## src/rtl/load_store_unit.sv

```systemverilog
// Load/store initiator: turns byte/half/word CPU accesses into aligned word
// accesses on a single-port memory with a registered read (read-modify-write for sub-word stores).
module load_store_unit #(
    parameter int XLEN = 32
) (
    input  logic            clk,
    input  logic            rst,
    input  logic            start,
    input  logic            is_store,
    input  logic [1:0]      size,
    input  logic            uns,
    input  logic [XLEN-1:0] addr,
    input  logic [XLEN-1:0] wdata,
    output logic            busy,
    output logic            done,
    output logic            err,
    output logic [XLEN-1:0] rdata,
    output logic [XLEN-1:0] mem_a,
    output logic [XLEN-1:0] mem_wd,
    output logic            mem_we,
    input  logic [XLEN-1:0] mem_rd
);

    typedef enum logic [2:0] {S_IDLE, S_RD, S_CAP, S_WR, S_DONE} state_t;

    state_t          r_state, w_next;
    logic            r_store, r_uns, r_err;
    logic [1:0]      r_size, r_off;
    logic [XLEN-1:0] r_wdata, r_rdata, r_mem_a, r_mem_wd;
    logic            w_misal;

    function automatic logic [XLEN-1:0] extend_load(input logic [XLEN-1:0] word,
                                                    input logic [1:0] sz,
                                                    input logic [1:0] off,
                                                    input logic u);
        logic [XLEN-1:0] sh;
        sh = word >> {off, 3'b000};
        case (sz)
            2'b00:   extend_load = u ? {{(XLEN-8){1'b0}}, sh[7:0]} : {{(XLEN-8){sh[7]}}, sh[7:0]};
            2'b01:   extend_load = u ? {{(XLEN-16){1'b0}}, sh[15:0]} : {{(XLEN-16){sh[15]}}, sh[15:0]};
            default: extend_load = word;
        endcase
    endfunction

    function automatic logic [XLEN-1:0] merge_store(input logic [XLEN-1:0] word,
                                                    input logic [XLEN-1:0] wd,
                                                    input logic [1:0] sz,
                                                    input logic [1:0] off);
        logic [XLEN-1:0] mask, lane;
        if (sz == 2'b00) begin
            mask = {{(XLEN-8){1'b0}}, 8'hFF} << {off, 3'b000};
            lane = {{(XLEN-8){1'b0}}, wd[7:0]} << {off, 3'b000};
        end else begin
            mask = {{(XLEN-16){1'b0}}, 16'hFFFF} << {off[1], 4'b0000};
            lane = {{(XLEN-16){1'b0}}, wd[15:0]} << {off[1], 4'b0000};
        end
        merge_store = (word & ~mask) | lane;
    endfunction

    assign w_misal = (size == 2'b11) ||
                     (size == 2'b01 && addr[0]) ||
                     (size == 2'b10 && addr[1:0] != 2'b00);

    always_comb begin
        w_next = r_state;
        case (r_state)
            S_IDLE: begin
                if (start) begin
                    if (w_misal)                          w_next = S_DONE;
                    else if (is_store && size == 2'b10)   w_next = S_WR;
                    else                                  w_next = S_RD;
                end
            end
            S_RD:    w_next = S_CAP;
            S_CAP:   w_next = r_store ? S_WR : S_DONE;
            S_WR:    w_next = S_DONE;
            S_DONE:  w_next = S_IDLE;
            default: w_next = S_IDLE;
        endcase
    end

    always_ff @(posedge clk) begin
        if (rst) begin
            r_state  <= S_IDLE;
            r_store  <= 1'b0;
            r_uns    <= 1'b0;
            r_err    <= 1'b0;
            r_size   <= 2'b00;
            r_off    <= 2'b00;
            r_wdata  <= '0;
            r_rdata  <= '0;
            r_mem_a  <= '0;
            r_mem_wd <= '0;
        end else begin
            r_state <= w_next;
            case (r_state)
                S_IDLE: begin
                    if (start) begin
                        r_store  <= is_store;
                        r_uns    <= uns;
                        r_size   <= size;
                        r_off    <= addr[1:0];
                        r_wdata  <= wdata;
                        r_err    <= w_misal;
                        r_mem_a  <= {addr[XLEN-1:2], 2'b00};
                        // Word stores go straight to WR, so the full word is staged now
                        r_mem_wd <= wdata;
                    end
                end
                S_CAP: begin
                    if (r_store) r_mem_wd <= merge_store(mem_rd, r_wdata, r_size, r_off);
                    else         r_rdata  <= extend_load(mem_rd, r_size, r_off, r_uns);
                end
                default: ;
            endcase
        end
    end

    assign busy   = (r_state != S_IDLE);
    assign done   = (r_state == S_DONE);
    assign err    = done && r_err;
    assign rdata  = r_rdata;
    assign mem_a  = r_mem_a;
    assign mem_wd = r_mem_wd;
    // Reset kills an in-flight write in the same cycle it is asserted
    assign mem_we = (r_state == S_WR) && !rst;

endmodule

```

## config.mk

```make
export PLATFORM = sky130hd
export DESIGN_NAME = load_store_unit
export DESIGN_NICKNAME = d
export VERILOG_FILES = /design/src/rtl/load_store_unit.sv
export SDC_FILE = /design/constraint.sdc
export NUM_CORES = 1
export LEC_CHECK = 0
export BUFFER_PORTS_ARGS = -buffer_cell sky130_fd_sc_hd__buf_2
export CAP_MARGIN = 20
export CORE_UTILIZATION = 53
export DETAILED_ROUTE_END_ITERATION = 10
export PLACE_DENSITY = 0.85
export REMOVE_ABC_BUFFERS = 1
export SYNTH_ARGS = -nofsm -noshare
export SYNTH_HDL_FRONTEND = slang
export SYNTH_SLANG_ARGS = --single-unit
```

## constraint.sdc

```tcl
create_clock -name clk -period 2.9 [get_ports clk]
set_input_delay 0.29 -clock clk [delete_from_list [all_inputs] [get_ports clk]]
set_output_delay 0.29 -clock clk [all_outputs]
set_load 0.02 [all_outputs]
```

; Word level (Yosys, flattened, before mapping)
; Index checks and enable logic that the tools add are counted.
; Widths: inputs -> output; s select.
[op_classes]
bitwise = 4
n_eq_ne = 10
reduce_logical = 16
shift = 5
n_mux = 19
[op_table]
columns = operator, count
row1 = $mux 32, 12
row2 = $pmux 32 s2, 2
row3 = $and 32x32->32, 1
row4 = $not 32->32, 1
row5 = $or 32x32->32, 1
row6 = $shl 16x5->32, 1
row7 = $shl 16x5->32 const A, 1
row8 = $shl 8x5->32, 1
row9 = $shl 8x5->32 const A, 1
row10 = $shr 32x5->16, 1
row11 = $pmux 3 s4, 1
row12 = $mux 3, 3
row13 = $eq 3x2->1 const B, 2
row14 = $logic_and 1x1->1, 5
row15 = $eq 2x1->1 const B, 2
row16 = $eq 2x2->1 const B, 2
row17 = $ne 2x2->1 const B, 2
row18 = $reduce_and 2->1, 2
row19 = $reduce_bool 2->1, 2
row20 = $eq 3x1->1 const B, 1
row21 = $eq 3x3->1 const B, 1
row22 = $logic_not 3->1, 1
row23 = $reduce_and 3->1, 1
row24 = $reduce_bool 3->1, 1
row25 = other kinds (5), 6
[totals]
input_bits = 103
output_inout_bits = 100
regBits = 120
elab_cells = 64

; Depth between registers and ports, before layout
[logic_depth]
depth_word = 10
mapped_depth = 7
mapped_depth_nobuf = 4

; Worst setup path after synthesis
; Ideal clock, no wire load.
[synth_timing]
path_kind = register to register
start = register r_off[0]
end = register r_rdata[21] (netlist: rdata[21])
synth_period_minus_slack_ps = 1685
path_stages_with_launch = 7
path_buffers = 2
required_ps = 2766
arrival_time_ps = 1550
setup_time_ps = 134
path_slack_ps = 1215
cell_sequence = dfxtp_1 buf_6 mux2_4 or3_4 a41oi_4 buf_6 a211oi_1
[synth_via]
elab_chain_cells = 3
elab_cells_between_ends = 4
classes_between = shift: 1 / mux: 3
[synth_lines]
columns = item, line
row1 = "start, declared", 28  ; logic [1:0] r_size, r_off;
row2 = "start signal, assigned", 102  ; r_off <= addr[1:0];
row3 = $shr 32x5->16 (*), 37  ; sh = word >> {off, 3'b000};
row4 = $mux 32 (on tied branches), "40, 39"
row5 = $pmux 32 s2 (*), 38  ; case (sz)
row6 = "end signal, assigned", 112  ; else r_rdata <= extend_load(mem_rd, r_size, r_off, r_uns);
row7 = "end, declared", 29  ; logic [XLEN-1:0] r_wdata, r_rdata, r_mem_a, r_mem_wd;
; Every way passes the cells marked *; elsewhere a longest branch is shown, timed or not.
; A chain may end at the register's enable or synchronous reset.

; Worst setup path after layout
[layout_timing]
start = register r_off[0]
end = register r_mem_wd[2] (netlist: mem_wd[2])
[layout_via]
elab_chain_cells = 10
elab_cells_between_ends = 15
classes_between = shift: 2 / mux: 10 / bitwise: 3
[layout_lines]
columns = item, line
row1 = $shl 8x5->32, 51  ; mask = {{(XLEN-8){1'b0}}, 8'hFF} << {off, 3'b000};
row2 = $mux 32, 50  ; if (sz == 2'b00) begin
row3 = $mux 32, 111  ; if (r_store) r_mem_wd <= merge_store(mem_rd, r_wdata, r_size, r_off);
row4 = $mux 32, 96  ; case (r_state)
row5 = $mux 32, 83  ; if (rst) begin
row6 = $not 32->32, 57  ; merge_store = (word & ~mask) | lane;
row7 = $and 32x32->32, 57
row8 = $or 32x32->32 (*), 57
row9 = $mux 32 (*), 111
row10 = $pmux 32 s2 (*), 96
row11 = "end signal, assigned", 107  ; r_mem_wd <= wdata;
row12 = "end signal, assigned", 111
row13 = "end, declared", 29
; Every way passes the cells marked *; elsewhere a longest branch is shown, timed or not. The select of a mux whose other input is x is not followed.

==> impl_metrics.ini <==
[synth]
synth_seq_area_share = 0.437
syn_inst = 671
netlist_top_cells_area = dfxtp_1 (44%), nand2_1 (9.3%), o21ai_0 (5.7%)
async_flop_share = 0
syn_avg_cell_area_um2 = 8.19
synth_edf_count = 0
yosysWarnings = 0
synthDistinctLibCells = 46
ys_top_cells_by_count = nand2_1 (136), dfxtp_1 (120), o21ai_0 (63)
ys_seq_elements = 120
post-synth-top-count-cell = nand2_1
synth.largest_area_cell = dfxtp_1
synth_top_cell_area_share = 0.437
ys.flop_type = dfxtp_1
syn_area_mm2 = 0.00550

[die]
die_area_mm2 = 0.0108
core_area_mm2 = 0.00991
start_util = 0.555
row_count = 36
die_w_um = 104
io_pins = 203
die_y_um = 104

[finish]
diodes = 0
nNetsFinal = 962
layoutNonFillerInstCount = 1005
utilization = 0.749
drive_gt1_frac = 0.300
finalInstanceArea_mm2 = 0.00742
area_growth_syn_to_layout_pct = 35.0

[clocking]
holdBufCountCts = 20
cts.root.buffer_cell = clkbuf_8
cts_setup_buffers = 0
clock-sinks = 120
htreeDepth = 4
cts_tree = built
clkTransAtPathRegs_ns = 0.06
ctsResizeCount = 0
clock_path_buffers = 2
cts_buffers = 17
clock_latency_ns = 0.53

[worst_setup_path]
crit_chain = buf_4 -> nor3b_1 -> o21ai_0 -> and3_1 -> o2bb2ai_1
r2r_slack_ns = 0.68
worstPathRequired_ns = 3.36
critPathLaunchType = flip-flop
cp_max_fo = 14
worstSetupPathType = reg2reg
end_kind = flip-flop
cp_data_arrival_time_ns = 2.68
slowest_delay_ns = 0.75
slowest_stage = nor3b_1

[timing]
finClkSkew_ns = 0.00582
whs_ns = 0.0146
rsz0062_at_grt = no
period_minus_slack_ns = 2.22
hold_viol = 0
drv_slew = 0
finalSetupViolations = 0
relSlewSlack = 0.411
setup_tns_ns = 0
period_share = 0.767
tightest_slew_ns = 0.881
clock.fmax_mhz = 449

[place]
place_area_mm2 = 0.00653
dp_hpwl_um = 12200
dp.cells = 953
portBuffers = 200
place_congestion = 0.914

[detailed_routing]
routed_wl_um = 18000
vias_per_cell = 5.90
wl_per_cell_um = 17.9
num_vias = 5933
drc = 0
postRouteAntennaNets = 0
firstDrtPassIters = 8
first_iter_violations = 545

[pwr]
worst_ir_drop_vdd_v = 0.000470
total_leakage_power_nw = 3.20
p_per_area_mw_per_mm2 = 688

[run]
maxCapViolCount = 0

[grt]
grt_pass1_wl_um = 29100
grt_pass1_vias = 5829
grt_max_degree = 53
globalRouteTotalUtil = 0.337
grt.overflow.total = 0
antenna_found_initial = 0

[status]
status = finished clean

[min_path]
min_path_type = in2reg
## layout make-up
type	count	area [µm²]
multi-input combinational	485	2820
fill	741	2480
sequential	120	2400
timing repair buffer	233	1340
clock buffer	20	445
clock inverter	12	245
tap	133	166
inverter	2	7.51
## critical path, delay by kind of cell, from the launching register on
family | cells | cell delay (ns)
AO/OA/AOI/OAI | 2 | 0.31
flip-flops | 1 | 0.59
AND/OR/NAND/NOR | 2 | 0.98
buffers and inverters | 1 | 0.29
## state kept, by name, summed over array words and instances (netlist names)
register and cells:
mem_wd 32, rdata 32, mem_a 30, r_wdata 16, r_state 3, r_off 2, r_size 2, r_err 1
r_store 1, r_uns 1
## worst paths after layout
check | startpoint | endpoint | cells after the start
setup / recovery | r_off[0] | mem_wd[2] | 5
hold / removal | addr[10] | mem_a[10] | 3
setup reg to reg | r_off[0] | mem_wd[2] | 5
hold reg to reg | mem_a[31] | mem_a[31] | 2
## report_power, final
group	total, mW	leakage (nW)	switching, mW	internal [mW]
combinational	0.788	1.88	0.496	0.292
clock	2.46	0.335	0.763	1.70
sequential	1.85	0.982	0.0904	1.76
## per-layer routing
layer	vias to the layer above	global-route usage	share of wire
li1	2785	-	-
met1	2754	0.397	0.38
met2	351	0.570	0.49
met3	43	0.0977	0.10
met4	0	0.143	0.025
met5	-	0	0
## placed cells by master (no fill, tap or decap), types with 17 or more instances in the layout
master	netlist	layout
nand2_1	136	136
dfxtp_1	120	120
and3_1	17	17
a211oi_1	32	32
o21ai_0	63	63
dlygate4sd3_1	0	20
a21oi_1	55	55
buf_2	11	200
o2bb2ai_1	32	32
nor2_1	39	38
## stage by stage
| step | setup WS [ns] | power, mW |
|---|---|---|
| final | 0.675 | 5.11 |
| after CTS | 0.703 | 5.09 |
| after detailed placement | 0.711 | 2.63 |
| after global routing | 0.523 | 5.28 |
| after floorplan | 0.215 | 2.29 |
| after global placement | 0.794 | 2.61 |
## kinds of logic (layout without fill, tap and decap cells)
group                  Yosys count  in the layout  synth area share
other                            1              2          0.000682
buffers and inverters           67            267            0.0537
muxes                           12             12            0.0266
DFF                            120            120             0.437
AOI/OAI and AO/OA              240            240             0.298
and+or+nand+nor                231            231             0.184
Power figures use the tool's default switching activity.
